[config.mk]
export PLATFORM = sky130hd
export DESIGN_NAME = alu_core
export DESIGN_NICKNAME = d
export VERILOG_FILES = /design/src/rtl/alu_core.sv
export SDC_FILE = /design/constraint.sdc
export NUM_CORES = 1
export LEC_CHECK = 0
export ABC_AREA = 1
export BUFFER_PORTS_ARGS = -buffer_cell sky130_fd_sc_hd__buf_2
export CAP_MARGIN = 0
export CORE_MARGIN = 5
export CORE_UTILIZATION = 55
export DETAILED_ROUTE_END_ITERATION = 8
export GPL_ROUTABILITY_DRIVEN = 0
export HOLD_SLACK_MARGIN = 0.03
export MAX_ROUTING_LAYER = met4
export PLACE_DENSITY_LB_ADDON = 0.2
export SLEW_MARGIN = 40
export SYNTH_ARGS = -nofsm -noshare
export SYNTH_HDL_FRONTEND = slang
export SYNTH_SLANG_ARGS = --single-unit
[constraint.sdc]
create_clock -name Clock -period 2.9 [get_ports Clock]
set_clock_uncertainty 0.2 [all_clocks]
set_input_delay 0.58 -clock Clock [delete_from_list [all_inputs] [get_ports Clock]]
set_output_delay 0.58 -clock Clock [all_outputs]
set_load 0.005 [all_outputs]
[src/rtl/alu_core.sv]
// 16-bit ALU stage: single-cycle arithmetic/logic ops, plus sequential shift-add multiply
// and restoring divide, with a busy/done handshake back to the control unit.
module alu_core #(
  parameter int unsigned WIDTH = 16
) (
  input  logic             Clock,
  input  logic             Reset_n,
  input  logic [WIDTH-1:0] A_BUS_out,
  input  logic [WIDTH-1:0] B_BUS_out,
  input  logic [3:0]       ALU_op,
  input  logic             ALU_start,
  output logic [WIDTH-1:0] ALU_out,
  output logic             Z_flag,
  output logic             C_flag,
  output logic             ALU_busy,
  output logic             ALU_done
);

  localparam int unsigned CW = $clog2(WIDTH);
  localparam logic [CW-1:0] LAST = CW'(WIDTH - 1);

  typedef enum logic [1:0] {S_IDLE, S_MUL, S_DIV} state_e;

  typedef enum logic [3:0] {
    OP_NOP = 4'd0, OP_ADD = 4'd1, OP_SUB = 4'd2, OP_PASSA = 4'd3, OP_PASSB = 4'd4,
    OP_INC = 4'd5, OP_DEC = 4'd6, OP_AND = 4'd7, OP_OR = 4'd8, OP_XOR = 4'd9,
    OP_MUL = 4'd10, OP_DIV = 4'd11
  } op_e;

  state_e             state_q, state_d;
  logic [CW-1:0]      cnt_q, cnt_d;
  logic [2*WIDTH-1:0] acc_q, acc_d;
  logic [WIDTH-1:0]   opb_q, opb_d;
  logic [WIDTH-1:0]   rem_q, rem_d;
  logic [WIDTH-1:0]   out_q, out_d;
  logic               z_q, z_d, c_q, c_d, done_q, done_d;

  logic [WIDTH:0]     sum_w, shf_w, trl_w;
  logic [WIDTH-1:0]   res;
  logic               cy, wr, qbit;

  always_comb begin
    state_d = state_q;
    cnt_d   = cnt_q;
    acc_d   = acc_q;
    opb_d   = opb_q;
    rem_d   = rem_q;
    out_d   = out_q;
    z_d     = z_q;
    c_d     = c_q;
    done_d  = 1'b0;
    sum_w   = '0;
    shf_w   = '0;
    trl_w   = '0;
    res     = '0;
    cy      = 1'b0;
    wr      = 1'b0;
    qbit    = 1'b0;

    case (state_q)
      S_IDLE: begin
        if (ALU_start) begin
          done_d = 1'b1;
          case (ALU_op)
            OP_ADD: begin
              sum_w = {1'b0, A_BUS_out} + {1'b0, B_BUS_out};
              res = sum_w[WIDTH-1:0]; cy = sum_w[WIDTH]; wr = 1'b1;
            end
            OP_SUB: begin
              sum_w = {1'b0, A_BUS_out} - {1'b0, B_BUS_out};
              res = sum_w[WIDTH-1:0]; cy = sum_w[WIDTH]; wr = 1'b1;
            end
            OP_PASSA: begin res = A_BUS_out; wr = 1'b1; end
            OP_PASSB: begin res = B_BUS_out; wr = 1'b1; end
            OP_INC: begin
              sum_w = {1'b0, A_BUS_out} + 1'b1;
              res = sum_w[WIDTH-1:0]; cy = sum_w[WIDTH]; wr = 1'b1;
            end
            OP_DEC: begin
              sum_w = {1'b0, A_BUS_out} - 1'b1;
              res = sum_w[WIDTH-1:0]; cy = sum_w[WIDTH]; wr = 1'b1;
            end
            OP_AND: begin res = A_BUS_out & B_BUS_out; wr = 1'b1; end
            OP_OR:  begin res = A_BUS_out | B_BUS_out; wr = 1'b1; end
            OP_XOR: begin res = A_BUS_out ^ B_BUS_out; wr = 1'b1; end
            OP_MUL: begin
              done_d  = 1'b0;
              state_d = S_MUL;
              cnt_d   = '0;
              acc_d   = {{WIDTH{1'b0}}, B_BUS_out};
              opb_d   = A_BUS_out;
            end
            OP_DIV: begin
              if (B_BUS_out == '0) begin
                res = '1; cy = 1'b1; wr = 1'b1;
              end else begin
                done_d  = 1'b0;
                state_d = S_DIV;
                cnt_d   = '0;
                acc_d   = {{WIDTH{1'b0}}, A_BUS_out};
                opb_d   = B_BUS_out;
                rem_d   = '0;
              end
            end
            default: ;
          endcase
        end
      end

      // Multiplier sits in the low half and shifts out as the partial product shifts in.
      S_MUL: begin
        sum_w = {1'b0, acc_q[2*WIDTH-1:WIDTH]} + (acc_q[0] ? {1'b0, opb_q} : '0);
        acc_d = {sum_w, acc_q[WIDTH-1:1]};
        cnt_d = cnt_q + 1'b1;
        if (cnt_q == LAST) begin
          state_d = S_IDLE;
          done_d  = 1'b1;
          res     = acc_d[WIDTH-1:0];
          cy      = |acc_d[2*WIDTH-1:WIDTH];
          wr      = 1'b1;
        end
      end

      // Dividend bits shift out of the low half of acc while quotient bits shift in.
      S_DIV: begin
        shf_w = {rem_q, acc_q[WIDTH-1]};
        trl_w = shf_w - {1'b0, opb_q};
        qbit  = ~trl_w[WIDTH];
        rem_d = qbit ? trl_w[WIDTH-1:0] : shf_w[WIDTH-1:0];
        acc_d = {acc_q[2*WIDTH-1:WIDTH], acc_q[WIDTH-2:0], qbit};
        cnt_d = cnt_q + 1'b1;
        if (cnt_q == LAST) begin
          state_d = S_IDLE;
          done_d  = 1'b1;
          res     = acc_d[WIDTH-1:0];
          wr      = 1'b1;
        end
      end

      default: state_d = S_IDLE;
    endcase

    if (wr) begin
      out_d = res;
      c_d   = cy;
      z_d   = (res == '0);
    end
  end

  always_ff @(posedge Clock) begin
    if (!Reset_n) begin
      state_q <= S_IDLE;
      cnt_q   <= '0;
      acc_q   <= '0;
      opb_q   <= '0;
      rem_q   <= '0;
      out_q   <= '0;
      z_q     <= 1'b1;
      c_q     <= 1'b0;
      done_q  <= 1'b0;
    end else begin
      state_q <= state_d;
      cnt_q   <= cnt_d;
      acc_q   <= acc_d;
      opb_q   <= opb_d;
      rem_q   <= rem_d;
      out_q   <= out_d;
      z_q     <= z_d;
      c_q     <= c_d;
      done_q  <= done_d;
    end
  end

  assign ALU_out  = out_q;
  assign Z_flag   = z_q;
  assign C_flag   = c_q;
  assign ALU_done = done_q;
  assign ALU_busy = (state_q != S_IDLE);

endmodule

## Yosys cells after proc, flatten, opt, wreduce, memory -nomap -nowiden

Index checks and enable logic that the tools add are counted.

- Bitwise operators: 5
- Mux-type cells: 39
- Add/sub/neg operators: 7
- Reduce and logical (&&, ||, !) cells: 18
- Equality and inequality tests: 21

Operator list:

| operator | number |
|---|---|
| $mux W16 | 10 |
| $pmux W16 S10 | 1 |
| $pmux W32 S3 | 1 |
| $mux W32 | 2 |
| $pmux W16 S2 | 2 |
| $pmux W32 S2 | 1 |
| $pmux W16 S3 | 1 |
| $add A16 B16 Y17 | 2 |
| $logic_not A16 Y1 | 2 |
| $eq A4 B4 Y1 const B | 5 |
| $reduce_and A4 Y1 | 5 |
| $add A16 B1 Y17 const B | 1 |
| $sub A16 B1 Y17 const B | 1 |
| $sub A16 B16 Y17 | 1 |
| $sub A17 B16 Y17 | 1 |
| $and A16 B16 Y16 | 1 |
| $eq A4 B3 Y1 const B | 4 |
| $or A16 B16 Y16 | 1 |
| $pmux W4 S2 | 2 |
| $reduce_or A16 Y1 | 1 |
| $xor A16 B16 Y16 | 1 |
| $pmux W1 S2 | 5 |
| $reduce_bool A2 Y1 | 5 |
| $reduce_or A9 Y1 | 1 |
| 19 further kinds | 33 |

- Bits in registers: 89

## Logic depth before layout (Yosys ltp)

- Depth in word-level cells: 6
- Depth in mapped cells: 22

## Worst setup path before layout

Ideal clock, no wire load.

- Path type: reg2reg
- Start point: reg acc_q[0]
- End point: reg c_q (netlist: C_flag)
- Slack: -101 ps
- Library setup time: 132 ps
- Data arrival time: 2669 ps
- Stages on the path, launching flop included: 22
- Path buffers: 2
- Path through: dfxtp_1 > clkbuf_1 > buf_1 > nand2_1 > inv_1 > ha_1 > inv_1 > fa_1 > o21ai_0 > nand2_1 > nand2_1 > nand2_1 > nand2_1 > nand2_1 > nor2_1 > nand3_1 > nor2_1 > nand2_1 > nand2_1 > nand2_1 > nand2_1 > a21oi_1

- Longest elaborated chain between the ends: 5

Ends and longest elaborated chain:

| element | RTL line | text |
|---|---|---|
| start: declaration | 32 | `logic [2*WIDTH-1:0] acc_q, acc_d;` |
| start signal: assignment | 154 | `acc_q <= '0;` |
| start signal: assignment | 164 | `acc_q <= acc_d;` |
| $mux W16 | 112 | `sum_w = {1'b0, acc_q[2*WIDTH-1:WIDTH]} + (acc_q[0] ? {1'b0, opb_q} : '0);` |
| $add A16 B16 Y17 | 112 |  |
| $reduce_or A16 Y1 | 119 | `cy = \|acc_d[2*WIDTH-1:WIDTH];` |
| $mux W1 | 115 | `if (cnt_q == LAST) begin` |
| $pmux W1 S2 | 60 | `case (state_q)` |
| end signal: assignment | 159 | `c_q <= 1'b0;` |
| end signal: assignment | 169 | `c_q <= c_d;` |
| end: declaration | 36 | `logic z_q, z_d, c_q, c_d, done_q, done_d;` |

Every way passes these cells.
A chain may end at the register's enable or synchronous reset.

## Worst setup path in the final report

- Start point: in B_BUS_out[1]
- End point: reg acc_q[15]

- Longest elaborated chain between the ends: 3

Ends and longest elaborated chain:

| element | RTL line | text |
|---|---|---|
| start: declaration | 9 | `input logic [WIDTH-1:0] B_BUS_out,` |
| $logic_not A16 Y1 | 94 | `if (B_BUS_out == '0) begin` |
| $ne A3 B3 Y1 (no source line) | -- |  |
| $reduce_and A4 Y1 (no source line) | -- |  |

Every way passes these cells.

==> out/metrics.yaml <==
status: "completed"
clk_path_buf_depth: 2
placement.io_buffers: 58
antenna_found_initial: 0
cts_root_buf: "sky130_fd_sc_hd__clkbuf_16"
effective_utilization_at_floorplan_pct: 56.0
number_of_buffers_added_by_the_clock_tree_synthesis_step: 9
area_of_the_mapped_netlist_mm2: 0.0105
timing.final.ws_setup_ns: 0.130
finalCriticalPeriod_ns: 2.77
detailroute.via_count: 12811
coreArea_mm2: 0.0188
preCtsSetupSlack_ns: -0.228
die_area_mm2: 0.0220
crit_share_post_route_pct: 95.5
maxClockFrequency_mhz: 361
timing.slew.headroom_pct: 51.5
first_global_vias: 11829
postSynth.asyncResetShare_pct: 0
power-per-cell-area_mw_per_mm2: 443
global_route.overflow_total: 0
timing.final.hold_violations: 0
critPathArrivalTime_ns: 2.76
postRouteAntennaNets: 0
dr.first_iter.drc_count: 1099
post_dp_cell_area_mm2: 0.0121
drt-total-wl_mm: 37.1
yosysWarnings: 0
post-synth-top-count-cell: "sky130_fd_sc_hd__nand2_1"
die_height_um: 148
post_synth_cell_types: 51
synth_enable_flop_cells: 0
yosys.area.top_type: "sky130_fd_sc_hd__nand2_1"
num_io_pins: 59
synth_top_cell_area_share_pct: 20.0
timing.setup.critical_path_class: "input pin to flop"
mean_post_synth_cell_area_um2: 5.73
post_drt_wl_per_cell_um: 16.4
slew_viol_final: 0
grt_max_degree: 40
worst_hold_path_type: "flop to flop"
cts-hold-fix-buffers: 0
syn_nets: 1969
clock_h_tree_levels: 3
synth.top_cells.by_count: "sky130_fd_sc_hd__nand2_1, sky130_fd_sc_hd__inv_1, sky130_fd_sc_hd__nand3_1, sky130_fd_sc_hd__nor2_1, sky130_fd_sc_hd__ha_1"
ratio_of_cells_with_drive_above_1_in_the_final_layout_pct: 16.4
unrepaired_setup_endpoints_after_global_routing: "yes"
ys.flop_type: "sky130_fd_sc_hd__dfxtp_1"
detail_route.first_pass.iterations: 6
crit_path_capture_type: "flop"
post-dp-hpwl_mm: 29.7
synth.area.top_cells: "sky130_fd_sc_hd__nand2_1, sky130_fd_sc_hd__dfxtp_1, sky130_fd_sc_hd__ha_1, sky130_fd_sc_hd__nand3_1, sky130_fd_sc_hd__inv_1"
number_of_placement_rows: 50
yosysSeqAreaShare_pct: 17.0
clock_tree_from_tritoncts: "built"
numClockSinks: 89
drc: 0
global_route_wire_length_before_repair_mm: 58.5
required_ns: 2.89
layout.cell_area.non_filler_mm2: 0.0125
power_leakage_nw: 6.60
critical_path.max_fanout: 25
netlist_instances: 1833
synth_seq_cells: 89
report.final.setup_viol: 0
die_w_um: 148
worstSkewPairLatency_ns: 0.35
n_antenna_cell: 0
nFillCells: 1781
fin_hold_ws_ns: 0.273
vias_per_cell: 5.66
maxCapViolCount: 0
cp-start-kind: "input pin"
area_delta_synth_final_pct: 19.3
finish.net_count: 2159
tightest_slew_ns: 0.727
max_rail_drop_vdd_mv: 0.353
tns_ns: 0
cts.reportedPaths.clkPinSlew_ns: 0.07
total_power_mw: 5.55
overall_global_routing_usage_pct: 33.7
layout make-up:
class | instances | area [um2] | share of cell area (%)
Multi-Input combinational cell | 1416 | 7430 | 59.3
Inverter | 252 | 950 | 7.58
Sequential cell | 89 | 1780 | 14.2
Clock inverter | 6 | 42.5 | 0.340
Clock buffer | 10 | 229 | 1.83
Tap cell | 234 | 293 | 2.34
Timing Repair Buffer | 255 | 1800 | 14.4
per-layer routing:
metal / vias up / wire length [um] / global-route usage, %
met1: 5738 / 14400 / 39.6
li1: 6287 / - / -
met4: 0 / 2700 / 20.8
met2: 619 / 16800 / 54.0
met5: - / 0 / -
met3: 167 / 3270 / 5.67
per-stage QoR:
step                      cells  utilization [%]
after floorplan            1833                -
after global placement     2237             64.5
after detailed placement   2237             64.6
after CTS                  2253             66.0
after global routing       2262             66.8
final                      2262             66.8
power by group:
group          total (mW)  switching (mW)  internal [mW]  leakage, nW
clock                1.11           0.527          0.583        0.129
sequential           1.49           0.102           1.39        0.723
combinational        2.94            1.83           1.11         5.75
worst max-delay path, cell delays in order:
cell	delay (ns)
sky130_fd_sc_hd__buf_2	0.10
sky130_fd_sc_hd__buf_4	0.15
sky130_fd_sc_hd__buf_4	0.14
sky130_fd_sc_hd__nor2_1	0.08
sky130_fd_sc_hd__nand2_1	0.07
sky130_fd_sc_hd__nor2_1	0.18
sky130_fd_sc_hd__nand2_1	0.13
sky130_fd_sc_hd__a21oi_2	0.22
sky130_fd_sc_hd__a21oi_4	0.08
sky130_fd_sc_hd__nand2_2	0.10
sky130_fd_sc_hd__buf_4	0.29
sky130_fd_sc_hd__clkinvlp_4	0.13
sky130_fd_sc_hd__buf_4	0.20
sky130_fd_sc_hd__o21ai_0	0.22
sky130_fd_sc_hd__a311oi_1	0.08
kinds of logic (layout without fill, tap and decap cells):
logic type               Yosys count  in the layout  share of synthesized area [%]
XOR/XNOR                          19             19                           1.66
AND/OR/NAND/NOR                 1027           1027                           41.3
flip-flops                        89             89                           17.0
buffers and inverters            328            523                           12.8
AO/OA/AOI/OAI                    273            273                           15.4
adder cells (fa/ha/maj)           97             97                           11.8
flip-flops by register name, indices dropped and copies added, names as in the netlist:
register / cells
cnt_q: 4
ALU_out: 16
ALU_done: 1
acc_q: 32
opb_q: 16
C_flag: 1
state_q: 2
Z_flag: 1
rem_q: 16
placed cells by master, fill, tap and decap left out, drive strengths merged:
cell | Yosys | final
nand2 | 567 | 567
buf | 52 | 253
inv | 250 | 250
nor2 | 193 | 193
nand3 | 189 | 189
a21oi | 95 | 95
ha | 93 | 93
dfxtp | 89 | 89
o21ai | 88 | 88
nor3 | 27 | 27
a31oi | 19 | 19
o22ai | 17 | 17
o211ai | 17 | 17
or2 | 17 | 17
nand4 | 16 | 16
a311oi | 13 | 13
xor2 | 13 | 13
clkbuf | 24 | 12
nand3b | 10 | 10
xnor2 | 6 | 6
o21bai | 5 | 5
a21o | 5 | 5
and2 | 5 | 5
clkinv | 2 | 5
a211oi | 4 | 4
fa | 4 | 4
clkinvlp | 0 | 3
a22oi | 3 | 3
o21a | 3 | 3
nor3b | 2 | 2
a21boi | 2 | 2
a221oi | 1 | 1
o211a | 1 | 1
nor4 | 1 | 1
worst paths after layout:
check               startpoint         to  slack (ns)  cells past startpoint
setup / recovery  B_BUS_out[1]  acc_q[15]        0.13                     15
hold / removal       acc_q[29]  acc_q[29]        0.27                      2
setup reg to reg     acc_q[15]   rem_q[9]        0.16                     14
hold reg to reg      acc_q[29]  acc_q[29]        0.27                      2
repair_timing:
action / in CTS / in global routing
hold endpoints to repair: 0 / 0
gates resized for setup: 0 / 20
endpoints found under the setup margin: 0 / 22
setup buffers: 0 / 8
No activity file was read; power rests on OpenSTA's default activity.
